### config.mk
export PLATFORM = sky130hd
export DESIGN_NAME = frame_update_sched
export DESIGN_NICKNAME = d
export VERILOG_FILES = /design/src/rtl/frame_sched_pkg.sv /design/src/rtl/cmd_fifo.sv /design/src/rtl/frame_update_sched.sv
export SDC_FILE = /design/constraint.sdc
export NUM_CORES = 1
export LEC_CHECK = 0
export BUFFER_PORTS_ARGS = -buffer_cell sky130_fd_sc_hd__buf_2
export CORE_AREA = 2 2 154 118
export DETAILED_ROUTE_END_ITERATION = 8
export DIE_AREA = 0 0 156 120
export MAX_ROUTING_LAYER = met4
export PLACE_DENSITY = 0.6
export REMOVE_ABC_BUFFERS = 1
export SYNTH_ARGS = -nofsm -noshare
export SYNTH_HDL_FRONTEND = slang
export SYNTH_SLANG_ARGS = --single-unit
### constraint.sdc
create_clock -name i_clk -period 3.75 [get_ports i_clk]
set_clock_uncertainty 0.15 [all_clocks]
set_input_delay 0.375 -clock i_clk [delete_from_list [all_inputs] [get_ports i_clk]]
set_output_delay 0.375 -clock i_clk [all_outputs]
set_load 0.005 [all_outputs]
### src/rtl/frame_sched_pkg.sv
// Shared types and constants for the frame-synchronised object update scheduler.
// Command word layout, object ids, FSM states and power-on object positions.
package frame_sched_pkg;

    localparam int unsigned CMD_W      = 32;
    localparam int unsigned FIFO_DEPTH = 4;

    typedef enum logic [1:0] {
        PAD_L = 2'd0,
        PAD_R = 2'd1,
        BALL  = 2'd2,
        CLR   = 2'd3
    } obj_id_e;

    typedef struct packed {
        obj_id_e    id;
        logic [3:0] rsvd_hi;
        logic [9:0] x;
        logic [5:0] rsvd_lo;
        logic [9:0] y;
    } cmd_t;

    typedef enum logic {
        IDLE  = 1'b0,
        DRAIN = 1'b1
    } state_e;

    localparam int unsigned PAD_L_X = 16;
    localparam int unsigned PAD_L_Y = 224;
    localparam int unsigned PAD_R_X = 616;
    localparam int unsigned PAD_R_Y = 224;
    localparam int unsigned BALL_X  = 316;
    localparam int unsigned BALL_Y  = 236;

    function automatic int unsigned clamp(input int unsigned v, input int unsigned lim);
        return (v > lim) ? lim : v;
    endfunction

endpackage

### src/rtl/cmd_fifo.sv
// Small show-ahead command queue with wrap-bit pointers; a pop frees a slot for a
// simultaneous push even when full.
module cmd_fifo #(
    parameter int unsigned WIDTH = 32,
    parameter int unsigned DEPTH = 4
) (
    input  logic                     clk_i,
    input  logic                     rst_i,
    input  logic                     push_i,
    input  logic [WIDTH-1:0]         wdata_i,
    input  logic                     pop_i,
    output logic [WIDTH-1:0]         rdata_o,
    output logic                     full_o,
    output logic                     empty_o,
    output logic [$clog2(DEPTH):0]   count_o
);

    localparam int unsigned AW = $clog2(DEPTH);

    logic [AW:0]      wptr_q, wptr_d;
    logic [AW:0]      rptr_q, rptr_d;
    logic [WIDTH-1:0] mem_q [DEPTH];
    logic [WIDTH-1:0] mem_d [DEPTH];
    logic             do_push;
    logic             do_pop;

    assign count_o = wptr_q - rptr_q;
    assign empty_o = (wptr_q == rptr_q);
    assign full_o  = (wptr_q[AW] != rptr_q[AW]) && (wptr_q[AW-1:0] == rptr_q[AW-1:0]);
    assign rdata_o = mem_q[rptr_q[AW-1:0]];

    assign do_pop  = pop_i & ~empty_o;
    assign do_push = push_i & (~full_o | do_pop);

    always_comb begin
        wptr_d = wptr_q;
        rptr_d = rptr_q;
        for (int i = 0; i < int'(DEPTH); i++) begin
            mem_d[i] = mem_q[i];
        end
        if (do_push) begin
            mem_d[wptr_q[AW-1:0]] = wdata_i;
            wptr_d = wptr_q + 1'b1;
        end
        if (do_pop) begin
            rptr_d = rptr_q + 1'b1;
        end
    end

    always_ff @(posedge clk_i) begin
        if (rst_i) begin
            wptr_q <= '0;
            rptr_q <= '0;
        end else begin
            wptr_q <= wptr_d;
            rptr_q <= rptr_d;
        end
    end

    // Storage needs no reset: the pointers alone define what is valid.
    always_ff @(posedge clk_i) begin
        mem_q <= mem_d;
    end

endmodule

### src/rtl/frame_update_sched.sv
// Queues object-position commands from the UART and applies them only at frame start,
// at most MAX_PER_FRAME per frame, so positions never change during active video.
module frame_update_sched
    import frame_sched_pkg::*;
#(
    parameter int unsigned CORDW         = 10,
    parameter int unsigned H_RES         = 640,
    parameter int unsigned V_RES         = 480,
    parameter int unsigned MAX_PER_FRAME = 4
) (
    input  logic               i_clk,
    input  logic               rst,
    input  logic               valid_data,
    input  logic [31:0]        uart_buf,
    input  logic               n_vsync,
    output logic [2*CORDW-1:0] o_pos0,
    output logic [2*CORDW-1:0] o_pos1,
    output logic [2*CORDW-1:0] o_pos2,
    output logic               o_overflow,
    output logic               o_applying,
    output logic [15:0]        o_frame_cnt
);

    localparam int unsigned BW = $clog2(MAX_PER_FRAME + 1);
    localparam int unsigned CW = $clog2(FIFO_DEPTH) + 1;

    localparam logic [2*CORDW-1:0] POS0_DEF = {CORDW'(PAD_L_X), CORDW'(PAD_L_Y)};
    localparam logic [2*CORDW-1:0] POS1_DEF = {CORDW'(PAD_R_X), CORDW'(PAD_R_Y)};
    localparam logic [2*CORDW-1:0] POS2_DEF = {CORDW'(BALL_X), CORDW'(BALL_Y)};

    state_e            state_q, state_d;
    logic [BW-1:0]     budget_q, budget_d;
    logic              vs_q, vs_d;
    logic              fs_q, fs_d;
    logic [15:0]       frame_cnt_q, frame_cnt_d;
    logic              ovf_q, ovf_d;
    logic [2*CORDW-1:0] pos0_q, pos0_d;
    logic [2*CORDW-1:0] pos1_q, pos1_d;
    logic [2*CORDW-1:0] pos2_q, pos2_d;

    logic              fifo_full;
    logic              fifo_empty;
    logic [CW-1:0]     fifo_count;
    logic [CMD_W-1:0]  fifo_rdata;
    logic              pop;
    logic              push;
    logic              ovf_evt;
    logic              last_entry;
    cmd_t              cmd;
    logic [CORDW-1:0]  cx;
    logic [CORDW-1:0]  cy;
    logic [2*CORDW-1:0] cmd_pos;

    assign pop        = (state_q == DRAIN) && !fifo_empty && (budget_q < BW'(MAX_PER_FRAME));
    assign push       = valid_data && (!fifo_full || pop);
    assign ovf_evt    = valid_data && fifo_full && !pop;
    // The pop leaves the queue empty unless a new word lands in the same cycle.
    assign last_entry = (fifo_count == CW'(1)) && !push;

    cmd_fifo #(
        .WIDTH (CMD_W),
        .DEPTH (FIFO_DEPTH)
    ) u_cmd_fifo (
        .clk_i   (i_clk),
        .rst_i   (rst),
        .push_i  (push),
        .wdata_i (uart_buf),
        .pop_i   (pop),
        .rdata_o (fifo_rdata),
        .full_o  (fifo_full),
        .empty_o (fifo_empty),
        .count_o (fifo_count)
    );

    assign cmd     = cmd_t'(fifo_rdata);
    assign cx      = CORDW'(clamp(32'(cmd.x), H_RES - 1));
    assign cy      = CORDW'(clamp(32'(cmd.y), V_RES - 1));
    assign cmd_pos = {cx, cy};

    always_comb begin
        vs_d        = n_vsync;
        fs_d        = vs_q && !n_vsync;
        frame_cnt_d = fs_q ? frame_cnt_q + 16'd1 : frame_cnt_q;
        state_d     = state_q;
        budget_d    = budget_q;
        ovf_d       = ovf_q;
        pos0_d      = pos0_q;
        pos1_d      = pos1_q;
        pos2_d      = pos2_q;

        unique case (state_q)
            IDLE: begin
                if (fs_q && !fifo_empty) begin
                    state_d  = DRAIN;
                    budget_d = '0;
                end
            end
            DRAIN: begin
                if (pop) begin
                    budget_d = budget_q + 1'b1;
                    if (last_entry || budget_q == BW'(MAX_PER_FRAME - 1)) begin
                        state_d = IDLE;
                    end
                end else begin
                    state_d = IDLE;
                end
            end
            default: state_d = IDLE;
        endcase

        if (pop) begin
            unique case (cmd.id)
                PAD_L: pos0_d = cmd_pos;
                PAD_R: pos1_d = cmd_pos;
                BALL:  pos2_d = cmd_pos;
                CLR: begin
                    pos0_d = POS0_DEF;
                    pos1_d = POS1_DEF;
                    pos2_d = POS2_DEF;
                    ovf_d  = 1'b0;
                end
                default: ;
            endcase
        end
        // A drop in the same cycle wins over a clear.
        if (ovf_evt) begin
            ovf_d = 1'b1;
        end
    end

    always_ff @(posedge i_clk) begin
        if (rst) begin
            state_q     <= IDLE;
            budget_q    <= '0;
            vs_q        <= 1'b1;
            fs_q        <= 1'b0;
            frame_cnt_q <= '0;
            ovf_q       <= 1'b0;
            pos0_q      <= POS0_DEF;
            pos1_q      <= POS1_DEF;
            pos2_q      <= POS2_DEF;
        end else begin
            state_q     <= state_d;
            budget_q    <= budget_d;
            vs_q        <= vs_d;
            fs_q        <= fs_d;
            frame_cnt_q <= frame_cnt_d;
            ovf_q       <= ovf_d;
            pos0_q      <= pos0_d;
            pos1_q      <= pos1_d;
            pos2_q      <= pos2_d;
        end
    end

    assign o_pos0      = pos0_q;
    assign o_pos1      = pos1_q;
    assign o_pos2      = pos2_q;
    assign o_overflow  = ovf_q;
    assign o_applying  = (state_q == DRAIN);
    assign o_frame_cnt = frame_cnt_q;

endmodule

## Word-level counts from Yosys, hierarchy flattened

Cells that the tools add are included.
W data, S select, Z words.

- Flip-flop bits (word level): 217

- Reductions and logical operators: 28
- Magnitude comparators: 6
- Eq/ne operators: 10
- Muxes and demuxes: 21
- Bitwise logic cells: 8
- $add $sub $neg: 5

Operators by type and width:

| kind | count |
|---|---|
| $bwmux W128 | 1 |
| $pmux W20 S2 | 3 |
| $mux W32 | 3 |
| $bmux W32 S2 | 1 |
| $demux W32 S2 | 1 |
| $mux W10 | 2 |
| $add A16 B1 Y16 const B | 1 |
| $gt A10 B10 Y1 const B | 1 |
| $gt A10 B9 Y1 const B | 1 |
| $logic_and A1 B1 Y1 | 10 |
| $reduce_and A2 Y1 | 5 |
| $reduce_bool A2 Y1 | 5 |
| $add A3 B1 Y3 const B | 3 |
| $ge A3 B3 Y1 const B | 2 |
| $mux W1 | 6 |
| $mux W3 | 2 |
| $not A2 Y3 | 2 |
| $pmux W3 S2 | 1 |
| $logic_not A1 Y1 | 5 |
| $eq A2 B2 Y1 const B | 2 |
| $eq A3 B1 Y1 const B | 1 |
| $eq A3 B2 Y1 const B | 1 |
| $eq A3 B3 Y1 | 1 |
| $lt A3 B1 Y1 const B | 1 |
| 13 further kinds | 17 |

## Logic depth before layout (Yosys ltp)

- Word-level depth: 12
- Depth in mapped cells: 11
- Gate-level depth less buffers: 6

## Cells and area by module

Synthesis repeated with hierarchy kept, for this count alone.

- Cells, all modules: 548
- Area, all modules: 8381.8 µm²

Modules (own cells, without submodules):

| module | instances | area each (µm²) | cells each |
|---|---|---|---|
| cmd_fifo | 1 | 5071.1 | 220 |
| frame_update_sched | 1 | 3310.7 | 328 |

## Worst setup path after synthesis

No wires, ideal clock.

- Path type: register to register
- Start point: register u_cmd_fifo.rptr_q[1]
- End point: register u_cmd_fifo.mem_q[100] (netlist bit), enable pin
- Slack: 0.662 ns
- Arrival: 2.558 ns
- Period minus slack after synthesis: 3.088 ns
- Stages on the path, launching flop included: 10
- Path buffers: 3
- Cells stage by stage: dfxtp_1 > buf_2 > buf_1 > inv_1 > ha_1 > nand2_1 > clkbuf_1 > nor3_1 > nor2b_1 > and2_1

- Cells in the longest elaborated chain, start to end: 7
- Elaborated cells on any way between the ends: 14
- Those cells by class: eq/ne: 2; bitwise: 5; reduce/logical: 7

Ends and longest elaborated chain:

| what | line | text |
|---|---|---|
| from (decl) | cmd_fifo.sv:21 | `logic [AW:0] rptr_q, rptr_d;` |
| from (signal assigned) | cmd_fifo.sv:56 | `rptr_q <= rptr_d;` |
| $eq A3 B3 Y1 | cmd_fifo.sv:28 | `assign empty_o = (wptr_q == rptr_q);` |
| $logic_not A1 Y1 | frame_update_sched.sv:54 | `assign pop = (state_q == DRAIN) && !fifo_empty && (budget_q < BW'(MAX_PER_FRAME));` |
| $logic_and A1 B1 Y1 (2 in a row) | frame_update_sched.sv:54 |  |
| $and A1 B1 Y1 or $logic_or A1 B1 Y1 (tied branches) | cmd_fifo.sv:32, frame_update_sched.sv:55 |  |
| $or A1 B1 Y1 or $logic_and A1 B1 Y1 (tied branches) | cmd_fifo.sv:33, frame_update_sched.sv:55 |  |
| $and A1 B1 Y1 (*) | cmd_fifo.sv:33 | `assign do_push = push_i & (~full_o \| do_pop);` |
| to (signal assigned) | cmd_fifo.sv:62 | `mem_q <= mem_d;` |
| to (decl) | cmd_fifo.sv:22 | `logic [WIDTH-1:0] mem_q [DEPTH];` |

Every way passes the cells marked *; elsewhere a longest branch is shown, timed or not.
A chain may end at the register's enable or synchronous reset.

## Final worst setup path

- Start point: register u_cmd_fifo.rptr_q[0]
- End point: register pos2_q[1], in the netlist o_pos2[1]

- Cells in the longest elaborated chain, start to end: 7
- Elaborated cells on any way between the ends: 15
- Those cells by class: order compare: 1; eq/ne: 3; mux: 5; bitwise: 1; reduce/logical: 5

Ends and longest elaborated chain:

| what | line | text |
|---|---|---|
| $not A2 Y3 (implied by the code) | cmd_fifo.sv:30 | `assign rdata_o = mem_q[rptr_q[AW-1:0]];` |
| $bmux W32 S2 | cmd_fifo.sv:30 |  |
| $mux W32 (implied by the code) (2 in a row) | cmd_fifo.sv:30 |  |
| $gt A10 B9 Y1 or $eq A2 B2 Y1 (tied branches) | frame_sched_pkg.sv:36, frame_update_sched.sv:112 |  |
| $mux W10 or $reduce_bool A2 Y1 (tied branches) | n/a |  |
| $pmux W20 S2 or $reduce_and A2 Y1 (tied branches) | n/a |  |
| to (signal assigned) | frame_update_sched.sv:151 | `pos2_q <= pos2_d;` |
| to (decl) | frame_update_sched.sv:39 | `logic [2*CORDW-1:0] pos2_q, pos2_d;` |

Several ways; a longest one is shown, not always the timed one. The select of a mux whose other input is x is not followed.

==> metrics.md <==
| Metric | Value |
|---|---|
| Status | finished clean |
| Max-cap violations | 0 |
| Period utilisation layout | approximately 86% |
| Vias | roughly 4200 |
| CTS tree | built |
| First-pass GRT wire length | about 24 mm |
| Die area | ~19000 sq um |
| R2R Path End | o_pos2[1] |
| Drt pass-1 iters | 5 |
| Post-CTS Setup Inserts | 0 |
| Setup crit end kind | register |
| Final Hold Viols | 0 |
| Layout area overhead | 22.5% |
| Asr flop ratio synth | 0% |
| Post_cts resized | 0 |
| Number of nets in the layout | 650 |
| Critical R2R Launch | u_cmd_fifo.rptr_q[0] |
| Worst slew margin | between 10% and 20% |
| Row count | 42 |
| RD Place Congestion | ~0.79 |
| RSZ-0062 raised after global routing | false |
| Yosys reg bits | roughly 180 |
| Design area | roughly 8300 sq um |
| Critical Path AT | ~3500 ps |
| Main synth FF type | dfxtp_1 |
| Congestion Overflow GR | 0 |
| FF-to-FF path depth | 6 |
| Slowest CP cell | mux4_1 |
| Drt initial violations | ~250 |
| Final-report max-slew violation count | 0 |
| Sequential area share after synthesis | roughly two thirds |
| Top-count cell post-synth | dfxtp_1 |
| Cell taking the most area after synthesis | edfxtp_1 |
| CP max stage delay | around 750 ps |
| Syn Area/Cell | 14.2 sq um |
| Max rail drop VDD | roughly 0.28 mV |
| Horiz. Die Dim | ~160 um |
| Pwr per Cell Area | about 490 nW/um^2 |
| CTS buffer count | 17 |
| Final Instance Count excl. Fillers | 836 |
| Post-synthesis instance total | approximately 480 |
| CP Depth | 6 |
| Achievable clock frequency | slightly above 0.3 GHz |
| Post-synth EDFFs | around 90 |
| Synthesized area | 6760 sq um |
| Port-buffer cells | ~100 |
| Tot Pwr | between 4 and 5 mW |
| Post-route worst setup slack | between 500 and 600 ps |
| Clk_lat worst skew | around 430 ps |
| # clock sinks | roughly 180 |
| Commonest cells post-synth | dfxtp_1, edfxtp_1, nor2_1 |
| Crit path max-delay family | multiplexers |
| CP Launch Type | register |
| Synth area leaders | edfxtp_1, dfxtp_1, mux4_2 |
| Hpwl dp | around 10 mm |
| HP Class | in2reg |
| Ys Warns | 0 |
| Clk buf depth | 2 |
| Worst setup path class | reg2reg |
| Root buf cell | clkbuf_16 |
| Post-Place Setup Slack | ~540 ps |
| Crit path to | o_pos2[1] |
| Yosys cell types | slightly above 50 |
| Clk slew on worst S/H paths | roughly 70 ps |
| DP Area | ~7500 sq um |
| DRT Wirelength | ~15 mm |
| Largest net degree at the start of global routing | between 40 and 50 |
| CP bufs+invs | 1 |
| Static Leak | roughly 3.2 nW |
| Worst setup startpoint | u_cmd_fifo.rptr_q[0] |
| Gr usage total | between 10% and 20% |
| Htree depth | 4 |
| Drt drc | 0 |
| Final setup viols | 0 |
| Worst-margin pin slew | about 1200 ps |
| Share of the synthesized area in the top cell type | around two fifths |
| CP Cell Sequence | mux4_1, ha_1, inv_1, o2111a_1, nor2b_1, a22o_1 |
| Cells after DPL | a little under 800 |
| Min Tclk post-route | ~3200 ps |
| Routed len/inst | 17.7 um |
| Fraction of layout cells with a size suffix above 1 | 26.5% |
| Largest fanout on the critical path | 11 |
| Vias per cell | just over 5 |
| Die Height | 120 um |
| Worst EP required | a little under 4000 ps |
| Setup TNS | 0 ps |
| Post-detailed-route count of antenna-violating nets | 0 |
| Initial core utilization | roughly two fifths |
| # IOs | around 110 |
| CTS Hold Buffers Added | 19 |
| Reg-to-reg slack, setup | slightly above 500 ps |
| Vias in the first global route | between 4000 and 5000 |
| Core Region | between 15000 and 20000 sq um |
| Number of antenna violations at the first check in global routing | 2 |
flip-flops by register name, indices dropped and copies added, names as in the netlist:
signal             count
budget_q               3
fs_q                   1
o_applying             1
o_frame_cnt           16
o_overflow             1
o_pos0                20
o_pos1                20
o_pos2                20
u_cmd_fifo.mem_q      88
u_cmd_fifo.rptr_q      3
u_cmd_fifo.wptr_q      3
vs_q                   1
routing by layer:
metal / track usage [%] / routed length (um)
met5: - / 0
met4: 5.22 / 114
met3: 3.68 / 645
met2: 25.1 / 6680
met1: 23.7 / 7350
power breakdown:
| part | total (mW) | switching, mW | leakage (nW) | internal (mW) |
|---|---|---|---|---|
| clock | 1.71 | 0.823 | 0.287 | 0.891 |
| sequential | 2.11 | 0.0176 | 1.53 | 2.09 |
| combinational | 0.250 | 0.156 | 1.36 | 0.0946 |
through the flow:
step | hold WS [ps] | utilization [%]
floorplan | 242 | -
global placement | 260 | 43.4
detailed placement | 251 | 43.4
CTS | 1.52 | 47.9
global route | 14.0 | 47.9
finish | 20.9 | 47.9
layout make-up:
| cell class | count | area [sq um] |
|---|---|---|
| diodes | 2 | 5.00 |
| clock buffers | 17 | 425 |
| clock inverters | 15 | 156 |
| fillers | 1507 | 9010 |
| inverters | 12 | 45.0 |
| multi-input cells | 261 | 2170 |
| flip-flops and latches | 177 | 4420 |
| well taps | 220 | 275 |
| repair buffers | 132 | 781 |
cell usage in the layout, fill, tap and decap left out, types with 2 or more instances in the layout:
cell             n
a22o_1           3
a22oi_1          3
dfxtp_1         89
nand2_1         13
and3_1           3
nand4_1          4
buf_4           10
o21a_1           3
nor2_1          42
and4_1           2
nor2b_1          6
a2bb2oi_1       12
clkbuf_16       17
mux4_2          12
o2bb2ai_1       20
o21ai_0         12
dlygate4sd3_1   19
diode_2          2
and2_1           6
inv_8            4
nor3b_1          2
ha_1            12
clkinv_4         4
inv_6            5
xor2_1           8
inv_1           12
a211o_1          7
xnor2_1          8
or3_1            7
mux4_1          10
nor3_1          10
edfxtp_1        88
a21oi_1         15
o211ai_1         2
nand2b_1         5
buf_2          103
mux2i_1          9
nand3_1         10
clkinv_8         2
worst min-delay path by stage:
stage            startpoint                    to  slack, ps  cells after the start
2_1_floorplan          vs_q                  fs_q        240                      2
3_3_place_gp           vs_q                  fs_q        260                      2
3_5_place_dp           vs_q                  fs_q        250                      2
4_1_cts         uart_buf[9]  u_cmd_fifo.mem_q[41]          2                      1
5_1_grt        uart_buf[30]  u_cmd_fifo.mem_q[62]         10                      1
6_report        uart_buf[9]  u_cmd_fifo.mem_q[41]         20                      1
logic make-up (layout without fill, tap and decap cells):
| kind of cell | count (synthesis) | after routing | share of synthesized area (%) |
|---|---|---|---|
| AOI/OAI and AO/OA | 86 | 86 | 9.57 |
| buffers and inverters | 37 | 176 | 2.50 |
| and+or+nand+nor | 114 | 114 | 8.42 |
| xor gates and xnor gates | 17 | 17 | 2.31 |
| other | 0 | 2 | 0 |
| muxes | 31 | 31 | 9.22 |
| adders and majority gates | 13 | 13 | 2.52 |
| DFF | 177 | 177 | 65.5 |
(Power assumes the default switching activity.)
